--- src/rtl/operand_sequencer_pkg.sv ---
// Shared types for the operand sequencer: FSM state encoding, opcodes and the
// vector-entry layout at the default operand width.
package seq_pkg;

    typedef enum logic [1:0] {
        StIdle    = 2'd0,
        StIssue   = 2'd1,
        StWaitRes = 2'd2,
        StFinish  = 2'd3
    } seq_state_e;

    localparam int unsigned OP_ADD = 0;
    localparam int unsigned OP_SUB = 1;

    localparam int unsigned DefWidth = 7;
    localparam int unsigned DefOpw   = 1;

    typedef struct packed {
        logic [DefWidth-1:0] a;
        logic [DefWidth-1:0] b;
        logic [DefOpw-1:0]   op;
        logic [DefWidth:0]   exp;
    } vec_entry_t;

endpackage

--- src/rtl/operand_sequencer_if.sv ---
// Operand issue and result return channel between the sequencer (master) and
// the arithmetic datapath (slave).
interface operand_sequencer_if #(
    parameter int unsigned WIDTH = 7,
    parameter int unsigned OPW   = 1
);
    logic             out_valid;
    logic             out_ready;
    logic [WIDTH-1:0] A;
    logic [WIDTH-1:0] B;
    logic [OPW-1:0]   OP;
    logic             res_valid;
    logic [WIDTH:0]   res_data;

    modport master (
        output out_valid, A, B, OP,
        input  out_ready, res_valid, res_data
    );

    modport slave (
        input  out_valid, A, B, OP,
        output out_ready, res_valid, res_data
    );
endinterface

--- src/rtl/operand_sequencer_table.sv ---
// DEPTH-entry vector register file: synchronous write, asynchronous read,
// asynchronous reset to zero.
module vector_table #(
    parameter int unsigned DEPTH = 4,
    parameter int unsigned EW    = 23,
    parameter int unsigned AW    = 2
) (
    input  logic          clk,
    input  logic          reset,
    input  logic          we_i,
    input  logic [AW-1:0] waddr_i,
    input  logic [EW-1:0] wdata_i,
    input  logic [AW-1:0] raddr_i,
    output logic [EW-1:0] rdata_o
);
    logic [EW-1:0] mem_q [DEPTH];

    always_ff @(posedge clk or posedge reset) begin
        if (reset) begin
            for (int i = 0; i < int'(DEPTH); i++) begin
                mem_q[i] <= '0;
            end
        end else if (we_i && (32'(waddr_i) < DEPTH)) begin
            mem_q[waddr_i] <= wdata_i;
        end
    end

    assign rdata_o = (32'(raddr_i) < DEPTH) ? mem_q[raddr_i] : '0;

endmodule

--- src/rtl/operand_sequencer.sv ---
// Programmable vector sequencer: issues table entries to the ALU datapath,
// checks each returned result and reports a saturating mismatch count.
module operand_sequencer
    import seq_pkg::*;
#(
    parameter int unsigned WIDTH = 7,
    parameter int unsigned OPW   = 1,
    parameter int unsigned DEPTH = 4,
    parameter int unsigned ERRW  = 8,
    parameter int unsigned AW    = $clog2(DEPTH),
    parameter int unsigned CW    = $clog2(DEPTH + 1)
) (
    input  logic                 clk,
    input  logic                 reset,
    input  logic                 cfg_we_i,
    input  logic [AW-1:0]        cfg_addr_i,
    input  logic [WIDTH-1:0]     cfg_a_i,
    input  logic [WIDTH-1:0]     cfg_b_i,
    input  logic [OPW-1:0]       cfg_op_i,
    input  logic [WIDTH:0]       cfg_exp_i,
    input  logic [CW-1:0]        vec_count_i,
    input  logic                 start_i,
    input  logic                 loop_en_i,
    input  logic                 abort_i,
    operand_sequencer_if.master  bus,
    output logic                 busy_o,
    output logic                 done_o,
    output logic [ERRW-1:0]      err_count_o,
    output logic                 pass_o
);
    typedef struct packed {
        logic [WIDTH-1:0] a;
        logic [WIDTH-1:0] b;
        logic [OPW-1:0]   op;
        logic [WIDTH:0]   exp;
    } entry_t;

    localparam int unsigned EW = $bits(entry_t);

    seq_state_e       state_q, state_d;
    logic [AW-1:0]    index_q, index_d;
    logic [CW-1:0]    count_q, count_d;
    logic             loop_q, loop_d;
    logic             aborted_q, aborted_d;
    logic             valid_q, valid_d;
    logic [WIDTH-1:0] a_q, a_d;
    logic [WIDTH-1:0] b_q, b_d;
    logic [OPW-1:0]   op_q, op_d;
    logic [WIDTH:0]   exp_q, exp_d;
    logic [ERRW-1:0]  err_q, err_d;
    logic             pass_q, pass_d;
    logic             done_q, done_d;

    entry_t           rd_entry;
    logic             tbl_we;
    logic             last_vec;
    logic             issue_next;

    assign tbl_we = cfg_we_i && (state_q == StIdle);

    vector_table #(
        .DEPTH (DEPTH),
        .EW    (EW),
        .AW    (AW)
    ) u_table (
        .clk     (clk),
        .reset   (reset),
        .we_i    (tbl_we),
        .waddr_i (cfg_addr_i),
        .wdata_i ({cfg_a_i, cfg_b_i, cfg_op_i, cfg_exp_i}),
        .raddr_i (index_d),
        .rdata_o (rd_entry)
    );

    assign last_vec = (CW'(index_q) == (count_q - CW'(1)));

    always_comb begin
        state_d   = state_q;
        index_d   = index_q;
        count_d   = count_q;
        loop_d    = loop_q;
        aborted_d = aborted_q;
        err_d     = err_q;
        pass_d    = pass_q;
        done_d    = 1'b0;

        unique case (state_q)
            StIdle: begin
                if (start_i) begin
                    count_d   = (vec_count_i > CW'(DEPTH)) ? CW'(DEPTH) : vec_count_i;
                    loop_d    = loop_en_i;
                    aborted_d = 1'b0;
                    err_d     = '0;
                    pass_d    = 1'b0;
                    index_d   = '0;
                    state_d   = (count_d == '0) ? StFinish : StIssue;
                end
            end
            StIssue: begin
                if (abort_i) begin
                    aborted_d = 1'b1;
                    state_d   = StFinish;
                end else if (bus.out_ready) begin
                    state_d = StWaitRes;
                end
            end
            StWaitRes: begin
                if (abort_i) begin
                    aborted_d = 1'b1;
                    state_d   = StFinish;
                end else if (bus.res_valid) begin
                    if ((bus.res_data != exp_q) && (err_q != '1)) begin
                        err_d = err_q + ERRW'(1);
                    end
                    if (last_vec) begin
                        if (loop_q) begin
                            index_d = '0;
                            state_d = StIssue;
                        end else begin
                            state_d = StFinish;
                        end
                    end else begin
                        index_d = index_q + AW'(1);
                        state_d = StIssue;
                    end
                end
            end
            StFinish: begin
                done_d  = 1'b1;
                pass_d  = (err_q == '0) && !aborted_q;
                state_d = StIdle;
            end
            default: state_d = StIdle;
        endcase

        // Outputs are registered from the entry the next state will present,
        // so A/B/OP line up with out_valid in the first ISSUE cycle.
        issue_next = (state_d == StIssue);
        valid_d    = issue_next;
        a_d        = issue_next ? rd_entry.a  : '0;
        b_d        = issue_next ? rd_entry.b  : '0;
        op_d       = issue_next ? rd_entry.op : '0;
        exp_d      = issue_next ? rd_entry.exp : exp_q;
    end

    always_ff @(posedge clk or posedge reset) begin
        if (reset) begin
            state_q   <= StIdle;
            index_q   <= '0;
            count_q   <= '0;
            loop_q    <= 1'b0;
            aborted_q <= 1'b0;
            valid_q   <= 1'b0;
            a_q       <= '0;
            b_q       <= '0;
            op_q      <= '0;
            exp_q     <= '0;
            err_q     <= '0;
            pass_q    <= 1'b0;
            done_q    <= 1'b0;
        end else begin
            state_q   <= state_d;
            index_q   <= index_d;
            count_q   <= count_d;
            loop_q    <= loop_d;
            aborted_q <= aborted_d;
            valid_q   <= valid_d;
            a_q       <= a_d;
            b_q       <= b_d;
            op_q      <= op_d;
            exp_q     <= exp_d;
            err_q     <= err_d;
            pass_q    <= pass_d;
            done_q    <= done_d;
        end
    end

    assign bus.out_valid = valid_q;
    assign bus.A         = a_q;
    assign bus.B         = b_q;
    assign bus.OP        = op_q;
    assign busy_o        = (state_q != StIdle);
    assign done_o        = done_q;
    assign err_count_o   = err_q;
    assign pass_o        = pass_q;

endmodule

--- src/flat_wrapper.sv ---
// flat-port wrapper written by rule: the top's interface ports become plain ports
module operand_sequencer_flat import seq_pkg::*;
#(
    parameter int unsigned WIDTH = 7,
    parameter int unsigned OPW   = 1,
    parameter int unsigned DEPTH = 4,
    parameter int unsigned ERRW  = 8,
    parameter int unsigned AW    = $clog2(DEPTH),
    parameter int unsigned CW    = $clog2(DEPTH + 1)
)
  (clk, reset, cfg_we_i, cfg_addr_i, cfg_a_i, cfg_b_i, cfg_op_i, cfg_exp_i, vec_count_i, start_i, loop_en_i, abort_i, busy_o, done_o, err_count_o, pass_o, bus_out_valid, bus_A, bus_B, bus_OP, bus_out_ready, bus_res_valid, bus_res_data);
  operand_sequencer_if #(.WIDTH(WIDTH), .OPW(OPW)) bus_i ();
  input  logic clk;
  input  logic reset;
  input  logic cfg_we_i;
  input  logic [AW-1:0] cfg_addr_i;
  input  logic [WIDTH-1:0] cfg_a_i;
  input  logic [WIDTH-1:0] cfg_b_i;
  input  logic [OPW-1:0] cfg_op_i;
  input  logic [WIDTH:0] cfg_exp_i;
  input  logic [CW-1:0] vec_count_i;
  input  logic start_i;
  input  logic loop_en_i;
  input  logic abort_i;
  output logic busy_o;
  output logic done_o;
  output logic [ERRW-1:0] err_count_o;
  output logic pass_o;
  output wire logic [$bits(bus_i.out_valid)-1:0] bus_out_valid;
  output wire logic [$bits(bus_i.A)-1:0] bus_A;
  output wire logic [$bits(bus_i.B)-1:0] bus_B;
  output wire logic [$bits(bus_i.OP)-1:0] bus_OP;
  input wire logic [$bits(bus_i.out_ready)-1:0] bus_out_ready;
  input wire logic [$bits(bus_i.res_valid)-1:0] bus_res_valid;
  input wire logic [$bits(bus_i.res_data)-1:0] bus_res_data;
  assign bus_out_valid = bus_i.out_valid;
  assign bus_A = bus_i.A;
  assign bus_B = bus_i.B;
  assign bus_OP = bus_i.OP;
  assign bus_i.out_ready = bus_out_ready;
  assign bus_i.res_valid = bus_res_valid;
  assign bus_i.res_data = bus_res_data;
  operand_sequencer #(.WIDTH(WIDTH), .OPW(OPW), .DEPTH(DEPTH), .ERRW(ERRW), .AW(AW), .CW(CW)) u_core (.clk(clk), .reset(reset), .cfg_we_i(cfg_we_i), .cfg_addr_i(cfg_addr_i), .cfg_a_i(cfg_a_i), .cfg_b_i(cfg_b_i), .cfg_op_i(cfg_op_i), .cfg_exp_i(cfg_exp_i), .vec_count_i(vec_count_i), .start_i(start_i), .loop_en_i(loop_en_i), .abort_i(abort_i), .bus(bus_i), .busy_o(busy_o), .done_o(done_o), .err_count_o(err_count_o), .pass_o(pass_o));
endmodule
--- config.mk ---
export PLATFORM = sky130hd
export DESIGN_NAME = operand_sequencer_flat
export DESIGN_NICKNAME = d
export VERILOG_FILES = /design/src/rtl/operand_sequencer_pkg.sv /design/src/rtl/operand_sequencer_if.sv /design/src/rtl/operand_sequencer_table.sv /design/src/rtl/operand_sequencer.sv /design/src/flat_wrapper.sv
export SDC_FILE = /design/constraint.sdc
export NUM_CORES = 1
export LEC_CHECK = 0
export ABC_AREA = 1
export ABC_CLOCK_PERIOD_IN_PS = 6310
export BUFFER_PORTS_ARGS = -buffer_cell sky130_fd_sc_hd__buf_4
export CAP_MARGIN = 20
export CORE_MARGIN = 2
export CORE_UTILIZATION = 35
export CTS_CLUSTER_SIZE = 24
export DETAILED_ROUTE_END_ITERATION = 10
export PLACE_DENSITY = 0.56
export SKIP_LAST_GASP = 1
export SYNTH_ARGS = -nofsm -noshare
export SYNTH_HDL_FRONTEND = slang
export SYNTH_SLANG_ARGS = --single-unit
--- constraint.sdc ---
create_clock -name clk -period 6.31 [get_ports clk]
set_input_delay 0.3155 -clock clk [delete_from_list [all_inputs] [get_ports clk]]
set_output_delay 0.3155 -clock clk [all_outputs]
set_load 0.02 [all_outputs]
==> metrics, run 1 <==
status complete, no violations; Initial Utilization 0.357; total CTS buffers 17; Skew-Pair Late Insertion Delay 0.41 ns; Max-slew headroom 0.314; via-per-instance ratio 4.67; Hold Buf Count CTS 1; fin worst setup slack 2.72 ns; mapped cell area 0.00667 mm2; worst-case clock buffer depth 2; Peak VDD IR 157 uV; GR Overflow Total 0; GRT Total Usage 0.159; Root Driver clkbuf_16; Final Hold Vio Count 0; pin count of the biggest net entering global routing 78; Clk pwr share 0.245; # DRC 0; Avg WL per Cell 13.9 um; area delta synth->final 18.2%; sw frac 0.381; first-pass GRT wire length 25.3 mm; clock-pin slew on the worst setup and hold paths 0.06 ns; Crit Path Max Fanout 47; Mapped Cells 798; WL met1 7.41 mm; nets 905; cell count after placement 1,068; Setup crit end kind flip-flop; # rows 50; gp weighted congestion 0.851; Max Fclk 278 MHz; WS Path Type flip-flop to flip-flop; Ant. Diodes 0; Final period util 0.570; fillcell total 1,887; post-CTS setup buffers 0; max-cap violation count 0; largest cells by area after synthesis dfrtp_1 51%, nand2_1 11%, o21ai_0 7.9%; CP required 6.65 ns; DR vias 5,139; Yosys top cell by area dfrtp_1; DRT Pass-1 Iters 4; Synth top area share 0.506; H-Tree Depth 4; # clock sinks 135; P_int 2.40 mW; final non-filler cell total 1,101; Main synth FF type dfrtp_1; antenna-violating nets left 0; Setup Viol. Count Final 0; top-count cell post-synth nand2_1; DR WL met2 7.19 mm; DPL Wire Length 9.54 mm; Cell Pwr Density 491 mW/mm2; Switch Pwr 1.47 mW; CTS tree built; Die Ht 142 um; DR WL met3 584 um; worst slew pin tran 1.03 ns; syn nets 849; routed wire length 15.3 mm; Synth Area per Inst 8.36 um2; initial antenna violation count 0; Max Slew Vio Count 0; Max Used Layer met4; Placeable Area 0.0187 mm2; Post-synth EDFFs 0; number of port buffers 70; worst hold path type input port to flip-flop; cts repair resizes 0; Netlist cell types 35; DP Worst Slack 2.65 ns; number of global-route vias before repair 5,080; Final Skew 0.00533 ns; Sequential Power Share 0.367; post-synthesis async set-or-reset flop share 1.00; die area 0.0202 mm2; io pins 71; sequential cell area fraction in the yosys report 0.506; share of layout cells above drive strength 1 0.186; synth warn 0; leakage power 3.94 nW; Critical Path AT 3.93 ns; CP Launch Type flip-flop; Die Width 142 um; Final min period 3.59 ns; DR iter-0 viols 284; Post-Route Utilization 0.422; Setup TNS Final 0 ns; most frequent cells after synthesis 198 x nand2_1, 135 x dfrtp_1, 116 x inv_1; #FFs+latches synth 135; RSZ-0062 raised after global routing no; combinational power share 0.388
-- cells by family (layout without fill, tap and decap cells) --
| kind of cell | count (synthesis) | in the layout | synth area share |
|---|---|---|---|
| simple gates | 349 | 349 | 0.251 |
| buf+inv | 162 | 231 | 0.103 |
| compound gates | 135 | 135 | 0.113 |
| flops | 135 | 135 | 0.506 |
| xor+xnor | 10 | 10 | 0.0143 |
| fa+ha+maj | 7 | 7 | 0.0131 |
-- through the flow --
step / hold slack, ns / power, mW / area (um2)
finish: 0.113 / 3.87 / 7890
floorplan: 0.436 / 2.63 / 6670
global route: 0.103 / 4.19 / 7890
global placement: 0.425 / 2.93 / 7320
CTS: 0.0971 / 3.92 / 7890
detailed placement: 0.426 / 2.96 / 7320
-- power by group through the flow --
stage,clock (mW),combinational (mW),sequential [mW]
floorplan,0,1.20,1.43
CTS,0.967,1.54,1.42
global placement,0,1.50,1.42
detailed placement,0,1.53,1.43
finish,0.949,1.50,1.42
global route,1.00,1.72,1.46
-- per-layer routing --
layer	GRT usage	vias up
met4	0.0458	0
met1	0.209	2404
met5	0	-
met2	0.263	75
met3	0.0380	7
li1	-	2653
-- path summary, 6_finish.rpt --
path,from,to,slack (ns),cells past startpoint
setup / recovery,u_core.state_q[0],u_core.bus.A[6],2.72,10
min in group asynchronous,reset,u_core.count_q[1],0.52,3
hold / removal,loop_en_i,u_core.loop_q,0.11,3
hold reg to reg,u_core.u_table.mem_q[83],u_core.u_table.mem_q[83],0.47,2
max in group asynchronous,reset,u_core.u_table.mem_q[81],4.40,4
setup reg to reg,u_core.state_q[0],u_core.bus.A[6],2.72,10
-- worst max-delay path: stages, from the launching register on --
cell     delay [ns]
dfrtp_1        0.42
inv_1          0.12
ha_1           0.41
inv_1          0.18
a21oi_1        0.25
nand2_1        0.10
nand2_2        0.64
nand2_2        0.83
nand2_1        0.26
nand3_1        0.11
a21oi_2        0.17
-- flip-flops by register name, indices dropped and copies added, names as in the netlist, 2 cells and up --
signal and flops:
u_core.count_q 3, u_core.u_table.mem_q 92, u_core.bus.A 7, u_core.err_count_o 8
u_core.bus.B 7, u_core.exp_q 8, u_core.state_q 2, u_core.index_q 2
-- cell usage in the layout (no fill, tap or decap), drive strengths merged --
cell and instances:
o21ai 110, ha 7, a21oi 19, nand4 8, o211ai 1, xor2 5
buf 75, nor2 15, clkbuf 22, xnor2 5, bufinv 2, dlygate4sd3 1
nand3 72, dfrtp 135, inv 123, nor4 1, nand3b 30, nor3 4
o31ai 1, nand2 216, a32oi 1, clkinv 8, o41ai 1, or2 3
o22ai 2
-- final cells by class --
type	instances	area (um2)	area share
clock buffers	22	454	0.0576
clock inverters	10	104	0.0132
inverters	123	469	0.0595
multi-input cells	501	2620	0.332
flip-flops and latches	135	3380	0.428
well taps	234	293	0.0371
repair buffers	76	573	0.0727
No activity file was read; power rests on OpenSTA's default activity.
==> run 2: changes to the inputs <==
--- a/config.mk
+++ b/config.mk
@@ -6,14 +6,14 @@
 export NUM_CORES = 1
 export LEC_CHECK = 0
 export ABC_AREA = 1
-export ABC_CLOCK_PERIOD_IN_PS = 6310
+export ABC_CLOCK_PERIOD_IN_PS = 3100
 export BUFFER_PORTS_ARGS = -buffer_cell sky130_fd_sc_hd__buf_4
 export CAP_MARGIN = 20
 export CORE_MARGIN = 2
 export CORE_UTILIZATION = 35
 export CTS_CLUSTER_SIZE = 24
 export DETAILED_ROUTE_END_ITERATION = 10
-export PLACE_DENSITY = 0.56
+export PLACE_DENSITY = 0.58
 export SKIP_LAST_GASP = 1
 export SYNTH_ARGS = -nofsm -noshare
 export SYNTH_HDL_FRONTEND = slang
==> constraint.sdc (replaced) <==
create_clock -name clk -period 3.1 [get_ports clk]
set_input_delay 0.155 -clock clk [delete_from_list [all_inputs] [get_ports clk]]
set_output_delay 0.155 -clock clk [all_outputs]
set_load 0.02 [all_outputs]
==> metrics, run 2 (synthesized netlist as in run 1, its figures left out) <==
Setup Viol. Count Final 0; CTS tree built; area of the multi-input gates 0.00261 mm2; CP Cell Sequence inv_1 -> ha_1 -> inv_1 -> a21oi_1 -> nand2_1 -> nand2_2 -> buf_4 -> nand3_1 -> nand3_1 -> nand2_1 -> nand2_1 -> nand2_1; number of global-route vias before repair 5,003; Die Width 142 um; Max Fclk 385 MHz; Max Slew Vio Count 0; Setup TNS Final 0 ns; clock-pin slew on the worst setup and hold paths 0.06 ns; number of port buffers 70; DPL Wire Length 9.46 mm; worst-case clock buffer depth 2; Root Driver clkbuf_16; buffers and inverters on the worst path 3; Post-Route Utilization 0.440; # rows 50; Final min period 2.60 ns; H-Tree Depth 4; DRT Pass-1 Iters 5; DR vias 5,296; WS Path Type flip-flop to flip-flop; antenna-violating nets left 0; post-CTS setup buffers 0; Cell Pwr Density 975 mW/mm2; most flop-heavy register u_core.u_table.mem_q; max-cap violation count 0; max reg flops 92; cts repair resizes 0; storage element area 0.00338 mm2; Skew-Pair Late Insertion Delay 0.42 ns; Critical Path AT 2.91 ns; Initial Utilization 0.357; Ant. Diodes 0; io pins 71; area delta synth->final 23.4%; status complete, no violations; gp weighted congestion 0.828; # DRC 0; Die Ht 142 um; GRT Total Usage 0.161; Avg WL per Cell 13.7 um; commonest cells after routing, fill and taps aside 198 x nand2_1, 135 x dfrtp_1, 115 x inv_1; Max-slew headroom 0.474; fillcell total 1,906; worst hold path type input port to flip-flop; CP required 3.41 ns; Setup crit end kind flip-flop; r2r setup slk 0.50 ns; initial antenna violation count 0; Design Area, Final 0.00823 mm2; commonest non-fill, non-tap cell in the layout nand2_1; RSZ-0062 raised after global routing no; total CTS buffers 17; via-per-instance ratio 4.68; first-pass GRT wire length 25.6 mm; share of layout cells above drive strength 1 0.186; Final Hold Vio Count 0; routed wire length 15.4 mm; Peak VDD IR 386 uV; worst slew pin tran 0.788 ns; DR iter-0 viols 349; pin count of the biggest net entering global routing 74; CP Launch Type flip-flop; CP dominant cell by count nand2_1; Area after DPL 0.00738 mm2; Crit path largest cell delay 0.44 ns; nets 935; Crit Path Max Fanout 46; Placeable Area 0.0187 mm2; Crit-path slowest cell buf_4; GR Overflow Total 0; # clock sinks 135; cell count after placement 1,074; delay-heaviest family, CP buffers and inverters; leakage power 4.08 nW; final non-filler cell total 1,131; Final Skew 0.00597 ns; die area 0.0202 mm2; Final period util 0.838
==> run 2: cell count changes in the layout (fill, tap and decap cells not counted), sizes merged <==
cell,change
buf,+6
clkbuf,+3
clkinv,-4
clkinvlp,+2
dlygate4sd3,+24
inv,-1
==> run 2: layer usage <==
metal | global-route usage | part of all wire
met5 | 0 | 0
met1 | 0.220 | 0.49
met2 | 0.257 | 0.46
met3 | 0.0387 | 0.036
met4 | 0.0458 | 0.012
==> run 2: final cells by class <==
cell class                 count  area share
inverter                     123      0.0568
clock inverter                 7      0.0111
multi-input combinational    501       0.317
clock buffer                  25      0.0614
tap                          234      0.0356
timing repair buffer         106       0.107
sequential                   135       0.410
==> run 2: final timing paths <==
kind / cells after the start / startpoint / end
worst max-delay path: 12 / u_core.state_q[0] / u_core.exp_q[1]
worst min-delay path: 3 / vec_count_i[2] / u_core.count_q[2]
worst max register to register: 12 / u_core.state_q[0] / u_core.exp_q[1]
worst min register to register: 2 / u_core.u_table.mem_q[87] / u_core.u_table.mem_q[87]
max in group asynchronous: 4 / reset / u_core.u_table.mem_q[4]
min in group asynchronous: 3 / reset / u_core.bus.A[3]
==> run 2: power breakdown <==
group	leakage, nW	internal [mW]	switching (mW)
clock	0.293	1.29	0.738
combinational	2.08	1.20	1.92
sequential	1.71	2.53	0.352
total	4.08	5.01	3.01
==> run 2: repair_timing <==
action / 4_1_cts / 5_1_grt
hold buffers: 25 / 0
setup endpoints to repair: 0 / 0
endpoints found under the hold margin: 56 / 0
==> run 2: worst register-to-register path, delay by kind of cell, from the launching register on <==
kind	cells	cell delay, ns
buffers and inverters	3	0.75
and+or+nand+nor	7	0.63
DFF	1	0.42
adders and majority gates	1	0.41
AOI/OAI and AO/OA	1	0.28
==> run 2: metrics by stage <==
stage          hold WS, ns  setup WS, ns  total power, mW
2_1_floorplan        0.276          1.19             5.35
3_5_place_dp         0.344         0.531             6.04
4_1_cts            0.00157         0.503             8.13
6_report            0.0164         0.501             8.03
3_3_place_gp         0.347         0.638             5.98
5_1_grt             0.0205         0.228             8.70
==> run 3: changes to the inputs <==
--- a/config.mk
+++ b/config.mk
@@ -5,8 +5,8 @@
 export SDC_FILE = /design/constraint.sdc
 export NUM_CORES = 1
 export LEC_CHECK = 0
-export ABC_AREA = 1
-export ABC_CLOCK_PERIOD_IN_PS = 3100
+export ABC_AREA = 0
+export ABC_CLOCK_PERIOD_IN_PS = 2300
 export BUFFER_PORTS_ARGS = -buffer_cell sky130_fd_sc_hd__buf_4
 export CAP_MARGIN = 20
 export CORE_MARGIN = 2
==> constraint.sdc (replaced) <==
create_clock -name clk -period 2.3 [get_ports clk]
set_input_delay 0.115 -clock clk [delete_from_list [all_inputs] [get_ports clk]]
set_output_delay 0.115 -clock clk [all_outputs]
set_load 0.02 [all_outputs]
==> metrics, run 3 <==
pin count of the biggest net entering global routing 68; Max Fclk 435 MHz; #FFs+latches synth 135; number of global-route vias before repair 4,408; Crit Path Max Fanout 12; WHS Endpoint u_core.count_q[0]; Setup Viol. Count Final 0; Final min period 2.30 ns; max reg flops 92; Max Slew Vio Count 0; post-synthesis compound-gate area fraction 0.0628; via-per-instance ratio 4.94; total CTS buffers 17; proportion of synthesized area in mux cells 0.277; Root Driver clkbuf_16; Die Width 138 um; status complete, no violations; Netlist cell types 45; CTS tree built; GR Overflow Total 0; RSZ-0062 raised after global routing yes; most flop-heavy register u_core.u_table.mem_q; GRT Total Usage 0.154; Setup crit end kind flip-flop; commonest cells after routing, fill and taps aside 135 x dfrtp_1, 115 x mux2_2, 100 x buf_4; first-pass GRT wire length 22.4 mm; Ant. Diodes 0; nets 642; CP Cell Sequence inv_2 -> ha_4 -> xor2_4 -> nand4_1 -> o221ai_4 -> buf_6 -> mux2_2 -> nor2_1 -> a211oi_2; commonest non-fill, non-tap cell in the layout dfrtp_1; Synth Area per Inst 13.7 um2; largest cells by area after synthesis dfrtp_1 54%, mux2_2 21%, mux2i_1 6.4%; most frequent cells after synthesis 135 x dfrtp_1, 117 x mux2_2, 40 x mux2i_1; synth warn 0; CP required 2.59 ns; fillcell total 1,581; H-Tree Depth 4; gp weighted congestion 0.775; Final Hold Vio Count 0; antenna-violating nets left 0; met2 global-route usage 0.259; leakage power 3.67 nW; Synth top area share 0.539; initial antenna violation count 0; Mapped Cells 457; syn nets 508; Setup TNS Final 0 ns; routed wire length 13.5 mm; Crit-path slowest cell dfrtp_1; sequential cell area fraction in the yosys report 0.539; origin of the critical flop-to-flop path u_core.count_q[0]; r2r setup slk 0.003 ns; Peak VDD IR 804 uV; capturing point of the worst reg2reg path u_core.bus.A[5]; Skew-Pair Late Insertion Delay 0.42 ns; Placeable Area 0.0174 mm2; area delta synth->final 32.5%; number of port buffers 70; top-count cell post-synth dfrtp_1; Cell Pwr Density 1410 mW/mm2; grt peak-use layer met2; met1 Use GR 0.191; Post-synth EDFFs 0; DPL Wire Length 9.27 mm; # DRC 0; area of the multi-input gates 0.00281 mm2; Yosys top cell by area dfrtp_1; Initial Utilization 0.360; worst-case reg-to-reg path depth 9; WS Path Type flip-flop to flip-flop; Final period util 0.999; Avg WL per Cell 16.3 um; worst slew pin tran 0.538 ns; storage element area 0.00338 mm2; Main synth FF type dfrtp_1; post-synthesis async set-or-reset flop share 1.00; mapped cell area 0.00627 mm2; worst hold path type input port to flip-flop; Post-Route Utilization 0.477; clock-pin slew on the worst setup and hold paths 0.05 ns; DRT Pass-1 Iters 4; die area 0.0190 mm2; Max-slew headroom 0.632; Die Ht 138 um; Synth Area in Adders 0.0140; max-cap violation count 0; main combinational cell family by area after synthesis multiplexers; WHS Path Cells 3; # rows 48; share of layout cells above drive strength 1 0.496; DR vias 4,093; DR iter-0 viols 133; Crit path largest cell delay 0.36 ns; CP Launch Type flip-flop; io pins 71; xor-xnor portion of the synthesized cell area 0.0235; hold_sp vec_count_i[0]; met3 global-route usage 0.0333; Final Skew 0.00735 ns; worst-case clock buffer depth 2; Post-Synth Simple-Gate Area 0.0527; # clock sinks 135; Critical Path AT 2.58 ns
## run 3: changes by cell type in the layout (fill, tap and decap cells not counted), moves of 15 or more
cell      delta
nand2_1    -187
o21ai_0    -102
nand2_2     -18
mux2_2     +115
mux2i_1     +39
inv_1      -106
a211oi_2    +15
a21oi_2     -15
nand3b_1    -28
nand3_1     -56
buf_4       +21
## run 3: logic make-up after synthesis
| kind of cell | count (synthesis) |
|---|---|
| flops | 135 |
| simple gates | 65 |
| buf+inv | 33 |
| compound gates | 43 |
| xor+xnor | 16 |
| fa+ha+maj | 7 |
| mux | 158 |
## run 3: cell type report
type | count | share of cell area
clock buffers | 23 | 0.0587
clock inverters | 8 | 0.0173
inverters | 13 | 0.00723
multi-input cells | 289 | 0.337
flip-flops and latches | 135 | 0.406
well taps | 225 | 0.0339
repair buffers | 135 | 0.139
## run 3: power breakdown
group	switching [mW]	leakage [nW]	internal (mW)
clock	0.974	0.313	1.92
sequential	0.575	1.68	3.45
combinational	2.23	1.68	2.59
## run 3: metrics by stage
step           std cells  total power [mW]  hold slack [ns]  cell area [um2]  worst slack, ns
2_1_floorplan        457              7.28            0.263             6300          0.00954
3_3_place_gp         766              8.42            0.270             7300          -0.0605
3_5_place_dp         766              8.57            0.271             7300           -0.122
4_1_cts              826              11.7           0.0104             8270          -0.0187
5_1_grt              828              12.5           0.0496             8310           -0.128
6_report             828              11.7           0.0140             8310          0.00340
## run 3: worst max-delay path: cells and delay by family, from the launching register on
family                   cells  cell delay (ns)
adder cells (fa/ha/maj)      1             0.30
XOR/XNOR                     1             0.18
buffers and inverters        2             0.29
multiplexers                 1             0.34
flip-flops                   1             0.36
AO/OA/AOI/OAI                2             0.41
AND/OR/NAND/NOR              2             0.30
## run 3: per-layer routing
metal,up-vias,share of wire
met2,50,0.51
li1,1919,-
met1,2105,0.45
met5,-,0
met4,0,0.018
met3,19,0.030
## run 3: how the worst max path moves through the flow
stage          cells after the start  slack [ns]              start              end
2_1_floorplan                     11        0.01  u_core.state_q[0]  u_core.exp_q[0]
6_report                           9       0.003  u_core.count_q[0]  u_core.bus.A[5]
5_1_grt                            9       -0.13  u_core.count_q[0]  u_core.bus.A[5]
3_5_place_dp                      10       -0.12  u_core.count_q[0]    u_core.bus.OP
3_3_place_gp                      10       -0.06  u_core.count_q[0]    u_core.bus.OP
4_1_cts                           10       -0.02  u_core.state_q[1]  u_core.bus.A[0]
## run 3: what timing repair did
action / in CTS / in global routing
setup endpoints to repair: 23 / 23
hold buffers: 27 / 0
cloned: 1 / 0
setup buffers: 1 / 3
pin swaps: 3 / 3
endpoints found under the hold margin: 230 / 0
resized for setup: 10 / 10
